$ cat config.mk
export PLATFORM = sky130hd
export DESIGN_NAME = flash_phy_rd_sched
export DESIGN_NICKNAME = d
export VERILOG_FILES = /design/src/rtl/flash_phy_rd_sched.sv
export SDC_FILE = /design/constraint.sdc
export NUM_CORES = 1
export LEC_CHECK = 0
export BUFFER_PORTS_ARGS = -buffer_cell sky130_fd_sc_hd__buf_2
export CORE_ASPECT_RATIO = 1.1
export CORE_MARGIN = 2
export CORE_UTILIZATION = 40
export CTS_BUF_LIST = sky130_fd_sc_hd__clkbuf_8 sky130_fd_sc_hd__clkbuf_16
export CTS_CLUSTER_SIZE = 40
export DETAILED_ROUTE_END_ITERATION = 8
export GPL_TIMING_DRIVEN = 0
export PLACE_DENSITY = 0.59
export SLEW_MARGIN = 10
export SYNTH_ARGS = -nofsm -noshare
export SYNTH_HDL_FRONTEND = slang
export SYNTH_SLANG_ARGS = --single-unit
export TNS_END_PERCENT = 1
$ cat constraint.sdc
create_clock -name clk_i -period 3.2 [get_ports clk_i]
set_input_delay 0.16 -clock clk_i [delete_from_list [all_inputs] [get_ports clk_i]]
set_output_delay 0.16 -clock clk_i [all_outputs]
set_load 0.05 [all_outputs]
$ cat src/rtl/flash_phy_rd_sched.sv
// Multi-bank flash read scheduler: issues host reads to banks under per-bank credits,
// buffers each bank's responses and returns them to the host strictly in request order.
module flash_phy_rd_sched #(
  parameter int unsigned NumBanks     = 2,
  parameter int unsigned PagesPerBank = 256,
  parameter int unsigned WordsPerPage = 256,
  parameter int unsigned DataWidth    = 32,
  parameter int unsigned OutPerBank   = 2,
  localparam int unsigned PageW    = $clog2(PagesPerBank),
  localparam int unsigned WordW    = $clog2(WordsPerPage),
  localparam int unsigned BankW    = (NumBanks > 1) ? $clog2(NumBanks) : 1,
  localparam int unsigned AddrW    = BankW + PageW + WordW,
  localparam int unsigned SeqDepth = NumBanks * OutPerBank
) (
  input  logic                          clk_i,
  input  logic                          rst_i,
  input  logic                          host_req_i,
  input  logic [AddrW-1:0]              host_addr_i,
  output logic                          host_req_rdy_o,
  output logic                          host_req_done_o,
  output logic [DataWidth-1:0]          host_rdata_o,
  output logic                          host_rerr_o,
  output logic [NumBanks-1:0]           bank_req_o,
  output logic [PageW+WordW-1:0]        bank_addr_o,
  input  logic [NumBanks-1:0]           bank_rdy_i,
  input  logic [NumBanks-1:0]           bank_done_i,
  input  logic [NumBanks*DataWidth-1:0] bank_rdata_i,
  output logic                          idle_o,
  output logic                          proto_err_o
);

  localparam int unsigned InW     = PageW + WordW;
  localparam int unsigned CredW   = $clog2(OutPerBank + 1);
  localparam int unsigned RspPtrW = (OutPerBank > 1) ? $clog2(OutPerBank) : 1;
  localparam int unsigned SeqPtrW = (SeqDepth > 1) ? $clog2(SeqDepth) : 1;
  localparam int unsigned SeqCntW = $clog2(SeqDepth + 1);
  localparam logic [BankW:0] NumBanksW = (BankW + 1)'(NumBanks);

  typedef struct packed {
    logic             err;
    logic [BankW-1:0] bank;
  } seq_entry_t;

  seq_entry_t           r_seq_mem [SeqDepth];
  logic [SeqPtrW-1:0]   r_seq_wr;
  logic [SeqPtrW-1:0]   r_seq_rd;
  logic [SeqCntW-1:0]   r_seq_cnt;
  logic [DataWidth-1:0] r_rsp_mem [NumBanks][OutPerBank];
  logic [RspPtrW-1:0]   r_rsp_wr  [NumBanks];
  logic [RspPtrW-1:0]   r_rsp_rd  [NumBanks];
  logic [CredW-1:0]     r_rsp_cnt [NumBanks];
  logic [CredW-1:0]     r_credit  [NumBanks];
  logic                 r_proto_err;

  logic [BankW-1:0]    w_bank;
  logic [BankW-1:0]    w_bank_idx;
  logic                w_good;
  logic                w_seq_full;
  logic                w_seq_empty;
  logic                w_rdy;
  logic                w_issue;
  logic                w_done;
  seq_entry_t          w_head;
  seq_entry_t          w_entry;
  logic [NumBanks-1:0] w_rsp_push;
  logic [NumBanks-1:0] w_rsp_pop;
  logic [NumBanks-1:0] w_cred_inc;

  // Out-of-range bank fields are steered to bank 0 so no array is indexed past its end
  assign w_bank      = host_addr_i[InW +: BankW];
  assign w_good      = {1'b0, w_bank} < NumBanksW;
  assign w_bank_idx  = w_good ? w_bank : '0;
  assign w_seq_full  = (r_seq_cnt == SeqCntW'(SeqDepth));
  assign w_seq_empty = (r_seq_cnt == '0);
  assign w_rdy       = !w_seq_full &&
                       (!w_good || (bank_rdy_i[w_bank_idx] &&
                                    (r_credit[w_bank_idx] < CredW'(OutPerBank))));
  assign w_issue     = host_req_i && w_rdy;
  assign w_head      = r_seq_mem[r_seq_rd];
  assign w_entry.err  = !w_good;
  assign w_entry.bank = w_bank_idx;

  assign host_req_rdy_o  = w_rdy;
  assign host_req_done_o = w_done;
  assign bank_addr_o     = host_addr_i[InW-1:0];
  assign idle_o          = w_seq_empty;
  assign proto_err_o     = r_proto_err;

  // In-order completion from the sequence head
  always_comb begin
    w_done       = 1'b0;
    host_rdata_o = '0;
    host_rerr_o  = 1'b0;
    if (!w_seq_empty) begin
      if (w_head.err) begin
        w_done      = 1'b1;
        host_rerr_o = 1'b1;
      end else if (r_rsp_cnt[w_head.bank] != '0) begin
        w_done       = 1'b1;
        host_rdata_o = r_rsp_mem[w_head.bank][r_rsp_rd[w_head.bank]];
      end
    end
  end

  // Per-bank strobes: response accept, response pop, credit take
  always_comb begin
    w_rsp_push = '0;
    w_rsp_pop  = '0;
    w_cred_inc = '0;
    for (int b = 0; b < NumBanks; b++) begin
      w_rsp_push[b] = bank_done_i[b] && (r_credit[b] > r_rsp_cnt[b]);
      w_rsp_pop[b]  = w_done && !w_head.err && (w_head.bank == BankW'(b));
      w_cred_inc[b] = w_issue && w_good && (w_bank == BankW'(b));
    end
    bank_req_o = w_cred_inc;
  end

  always_ff @(posedge clk_i or posedge rst_i) begin
    if (rst_i) begin
      r_seq_wr    <= '0;
      r_seq_rd    <= '0;
      r_seq_cnt   <= '0;
      r_proto_err <= 1'b0;
      for (int b = 0; b < NumBanks; b++) begin
        r_rsp_wr[b]  <= '0;
        r_rsp_rd[b]  <= '0;
        r_rsp_cnt[b] <= '0;
        r_credit[b]  <= '0;
      end
    end else begin
      if (w_issue) begin
        r_seq_wr <= (r_seq_wr == SeqPtrW'(SeqDepth - 1)) ? '0 : r_seq_wr + SeqPtrW'(1);
      end
      if (w_done) begin
        r_seq_rd <= (r_seq_rd == SeqPtrW'(SeqDepth - 1)) ? '0 : r_seq_rd + SeqPtrW'(1);
      end
      if (w_issue && !w_done) begin
        r_seq_cnt <= r_seq_cnt + SeqCntW'(1);
      end else if (!w_issue && w_done) begin
        r_seq_cnt <= r_seq_cnt - SeqCntW'(1);
      end
      // Any bank completion without a matching outstanding credit is a straggler
      if ((bank_done_i & ~w_rsp_push) != '0) begin
        r_proto_err <= 1'b1;
      end
      for (int b = 0; b < NumBanks; b++) begin
        if (w_rsp_push[b]) begin
          r_rsp_wr[b] <= (r_rsp_wr[b] == RspPtrW'(OutPerBank - 1)) ? '0 : r_rsp_wr[b] + RspPtrW'(1);
        end
        if (w_rsp_pop[b]) begin
          r_rsp_rd[b] <= (r_rsp_rd[b] == RspPtrW'(OutPerBank - 1)) ? '0 : r_rsp_rd[b] + RspPtrW'(1);
        end
        if (w_rsp_push[b] && !w_rsp_pop[b]) begin
          r_rsp_cnt[b] <= r_rsp_cnt[b] + CredW'(1);
        end else if (!w_rsp_push[b] && w_rsp_pop[b]) begin
          r_rsp_cnt[b] <= r_rsp_cnt[b] - CredW'(1);
        end
        if (w_cred_inc[b] && !w_rsp_pop[b]) begin
          r_credit[b] <= r_credit[b] + CredW'(1);
        end else if (!w_cred_inc[b] && w_rsp_pop[b]) begin
          r_credit[b] <= r_credit[b] - CredW'(1);
        end
      end
    end
  end

  // Storage arrays carry no reset; occupancy counters qualify every read
  always_ff @(posedge clk_i) begin
    if (w_issue) begin
      r_seq_mem[r_seq_wr] <= w_entry;
    end
    for (int b = 0; b < NumBanks; b++) begin
      if (w_rsp_push[b]) begin
        r_rsp_mem[b][r_rsp_wr[b]] <= bank_rdata_i[b*DataWidth +: DataWidth];
      end
    end
  end

endmodule

==> qor.yml <==
status: "complete, no violations"
synth_cell_type_count: 33
r2r_end: "r_seq_cnt[2]$_DFFE_PP0P_"
clk_pin_slew_worst_paths_ns: 0.06
synthTopCellsByArea: "edfxtp_1 60%, dfrtp_1 7.5%, mux2_2 5.9%, a211oi_2 5.3%, mux2i_1 4.8%"
synth_warnings: 0
drc_errors: 0
synthSimpleGateAreaFrac: 0.0425
fp-row-count: 49
hold_path_depth: 1
cp.required_ns: 3.04
synth.net_count: 509
reg2reg_depth: 12
via_count: 4071
grt_max_degree: 27
maxCapViolCount: 0
die_h_microns: 139
critPathKind: "reg2out"
ant_nets: 0
final_max_slew_viol_count: 0
hold_viol_final: 0
skew_ns: 0.00971
synth_top_family_by_area: "multiplexers"
antenna_found_initial: 0
r2r_setup_slack_ns: 0.22
grt_pass1_vias: 4388
design.core.area_sq_um: 16300
grt_pass1_wl_microns: 23400
min_period_over_period: 0.938
whs_ns: 0.0275
stdcell_count: 838
via_per_inst: 4.86
crit_start: "r_seq_rd[0]$_DFFE_PP0P_"
grt_overflow: 0
io_buffers: 125
cts_sinks: 152
avgSynthCellArea_sq_um: 16.4
setup_tns_ns: 0
drt_iter0_markers: 185
arrival_ns: 2.84
post-cts-setup-buffers: 0
diodes: 0
synth_compound_area_frac: 0.0648
hold_path_end: "r_seq_mem[0]$_DFFE_PP_"
clockBufferDepth: 2
synth_top_area_share: 0.596
track_usage: 0.177
routedWlPerCell_microns: 17.7
cts_inserted_buffers: 17
hp-class: "in2reg"
synth_area_sq_um: 6650
synth.mux.area_fraction: 0.122
yosysTopAreaCell: "edfxtp_1"
cp-start-kind: "register"
tightest_slew_ns: 0.811
slew_headroom: 0.459
synthCells: 406
crit_fanout: 10
post-dp-hpwl_microns: 9820
yosys_most_used_dff: "edfxtp_1"
die_width_microns: 127
finalNetCount: 724
r2r_start: "r_seq_rd[0]$_DFFE_PP0P_"
placed_cell_area_sq_um: 7650
syn_to_final_growth_pct: 33.9
ys_ff_latch: 152
drive_gt1_frac: 0.426
seq_area_frac_synth: 0.672
initial_core_util: 0.408
h-tree-depth: 4
synth-xor-area-share: 0.0250
fin_crit_ns: 3.00
synth_async_sr_flop_share: 0.132
max_freq_ghz: 0.333
die-area_sq_um: 17700
clockRootBuffer: "clkbuf_16"
worstSkewPairLatency_ns: 0.42
gp_congestion: 0.723
min-delay-start: "host_addr_i[16]"
synth_edf_count: 132
io_pins: 143
stdcell_area_sq_um: 8900
end_kind: "primary output"
drt_wl_total_microns: 14900
cts_tree: "built"
nFillCells: 1339
synth_fa_ha_area_frac: 0.0294
dp_cells: 739
drtPass1Iterations: 4
rsz0062_at_grt: "no"
setup_violations: 0
-- kinds of logic after synthesis --
logic type / count (synthesis)
simple gates: 62
mux: 72
fa+ha+maj: 15
flops: 152
xor+xnor: 19
buf+inv: 46
compound gates: 39
other cells: 1
-- flip-flops by register name, indices dropped and copies added, names as in the netlist --
name,flops
proto_err_o,1
r_credit,4
r_rsp_cnt,4
r_rsp_mem,128
r_rsp_rd,2
r_rsp_wr,2
r_seq_cnt,3
r_seq_mem,4
r_seq_rd,2
r_seq_wr,2
-- cells in the final DEF, fill, tap and decap left out, types with 5 or more instances in the layout --
cell / synthesis / final
nor2_1: 44 / 42
and3_1: 5 / 5
clkinvlp_4: 0 / 5
xnor2_1: 11 / 11
dfrtp_1: 20 / 20
dlygate4sd3_1: 0 / 67
ha_1: 14 / 14
a211oi_2: 28 / 28
buf_4: 18 / 18
mux2i_1: 32 / 32
xor2_1: 8 / 8
buf_2: 11 / 136
clkbuf_16: 0 / 17
mux2_2: 35 / 35
edfxtp_1: 132 / 132
inv_1: 11 / 12
-- Yosys cell counts, types with 3 or more instances --
cell type / n
a211oi_1: 4
a211oi_2: 28
and3_1: 5
buf_2: 11
buf_4: 18
buf_6: 5
dfrtp_1: 20
edfxtp_1: 132
ha_1: 14
inv_1: 11
mux2_2: 35
mux2i_1: 32
nor2_1: 44
nor2b_1: 3
o211ai_1: 3
xnor2_1: 11
xor2_1: 8
-- how the worst max path moves through the flow --
| stage | endpoint | slack, ns | cells after the start |
|---|---|---|---|
| detailed placement | r_seq_cnt[2]$_DFFE_PP0P_ | 0.18 | 12 |
| floorplan | r_credit[3]$_DFFE_PP0P_ | 0.25 | 8 |
| global route | host_rdata_o[6] | 0.003 | 7 |
| global placement | r_rsp_mem[1][41]$_DFFE_PP_ | -0.89 | 5 |
| CTS | host_rdata_o[21] | 0.12 | 7 |
| finish | host_rdata_o[6] | 0.20 | 7 |
-- layer usage --
layer / track usage / up-vias / share of wire
li1: - / 1935 / -
met1: 0.214 / 2021 / 0.43
met2: 0.304 / 106 / 0.51
met3: 0.0579 / 9 / 0.046
met4: 0.0480 / 0 / 0.0074
met5: 0 / - / 0
-- what timing repair did --
| action | CTS | global route |
|---|---|---|
| resized for setup | 0 | 1 |
| hold buffers | 67 | 0 |
| endpoints found under the hold margin | 149 | 0 |
| setup endpoints to repair | 0 | 1 |
-- layout make-up --
class                           instances  area, sq um  share of cell area
Timing Repair Buffer                  196         1400               0.157
Tap cell                              204          255              0.0287
Clock inverter                         14          134              0.0150
Sequential cell                       152         4460               0.501
Clock buffer                           18          439              0.0493
Inverter                               12         45.0             0.00506
Buffer                                 34          250              0.0281
Multi-Input combinational cell        208         1920               0.215
-- metrics by stage --
step                utilization  setup WS (ns)
finish                    0.546          0.197
global placement          0.462         -0.893
CTS                       0.546          0.121
detailed placement        0.469          0.177
global route              0.546        0.00257
floorplan                     -          0.248
-- critical path, stage by stage (launching register included) --
cell and delay, ns:
dfrtp_1 0.42, mux4_2 0.54, buf_6 0.16, mux2i_4 0.35, buf_2 0.34, nor2_1 0.09, a211oi_2 0.23, buf_2 0.30
Power is left out: the tool's default activity adds up to more than one toggle a clock period on the data nets, which glitch-free logic cannot reach.
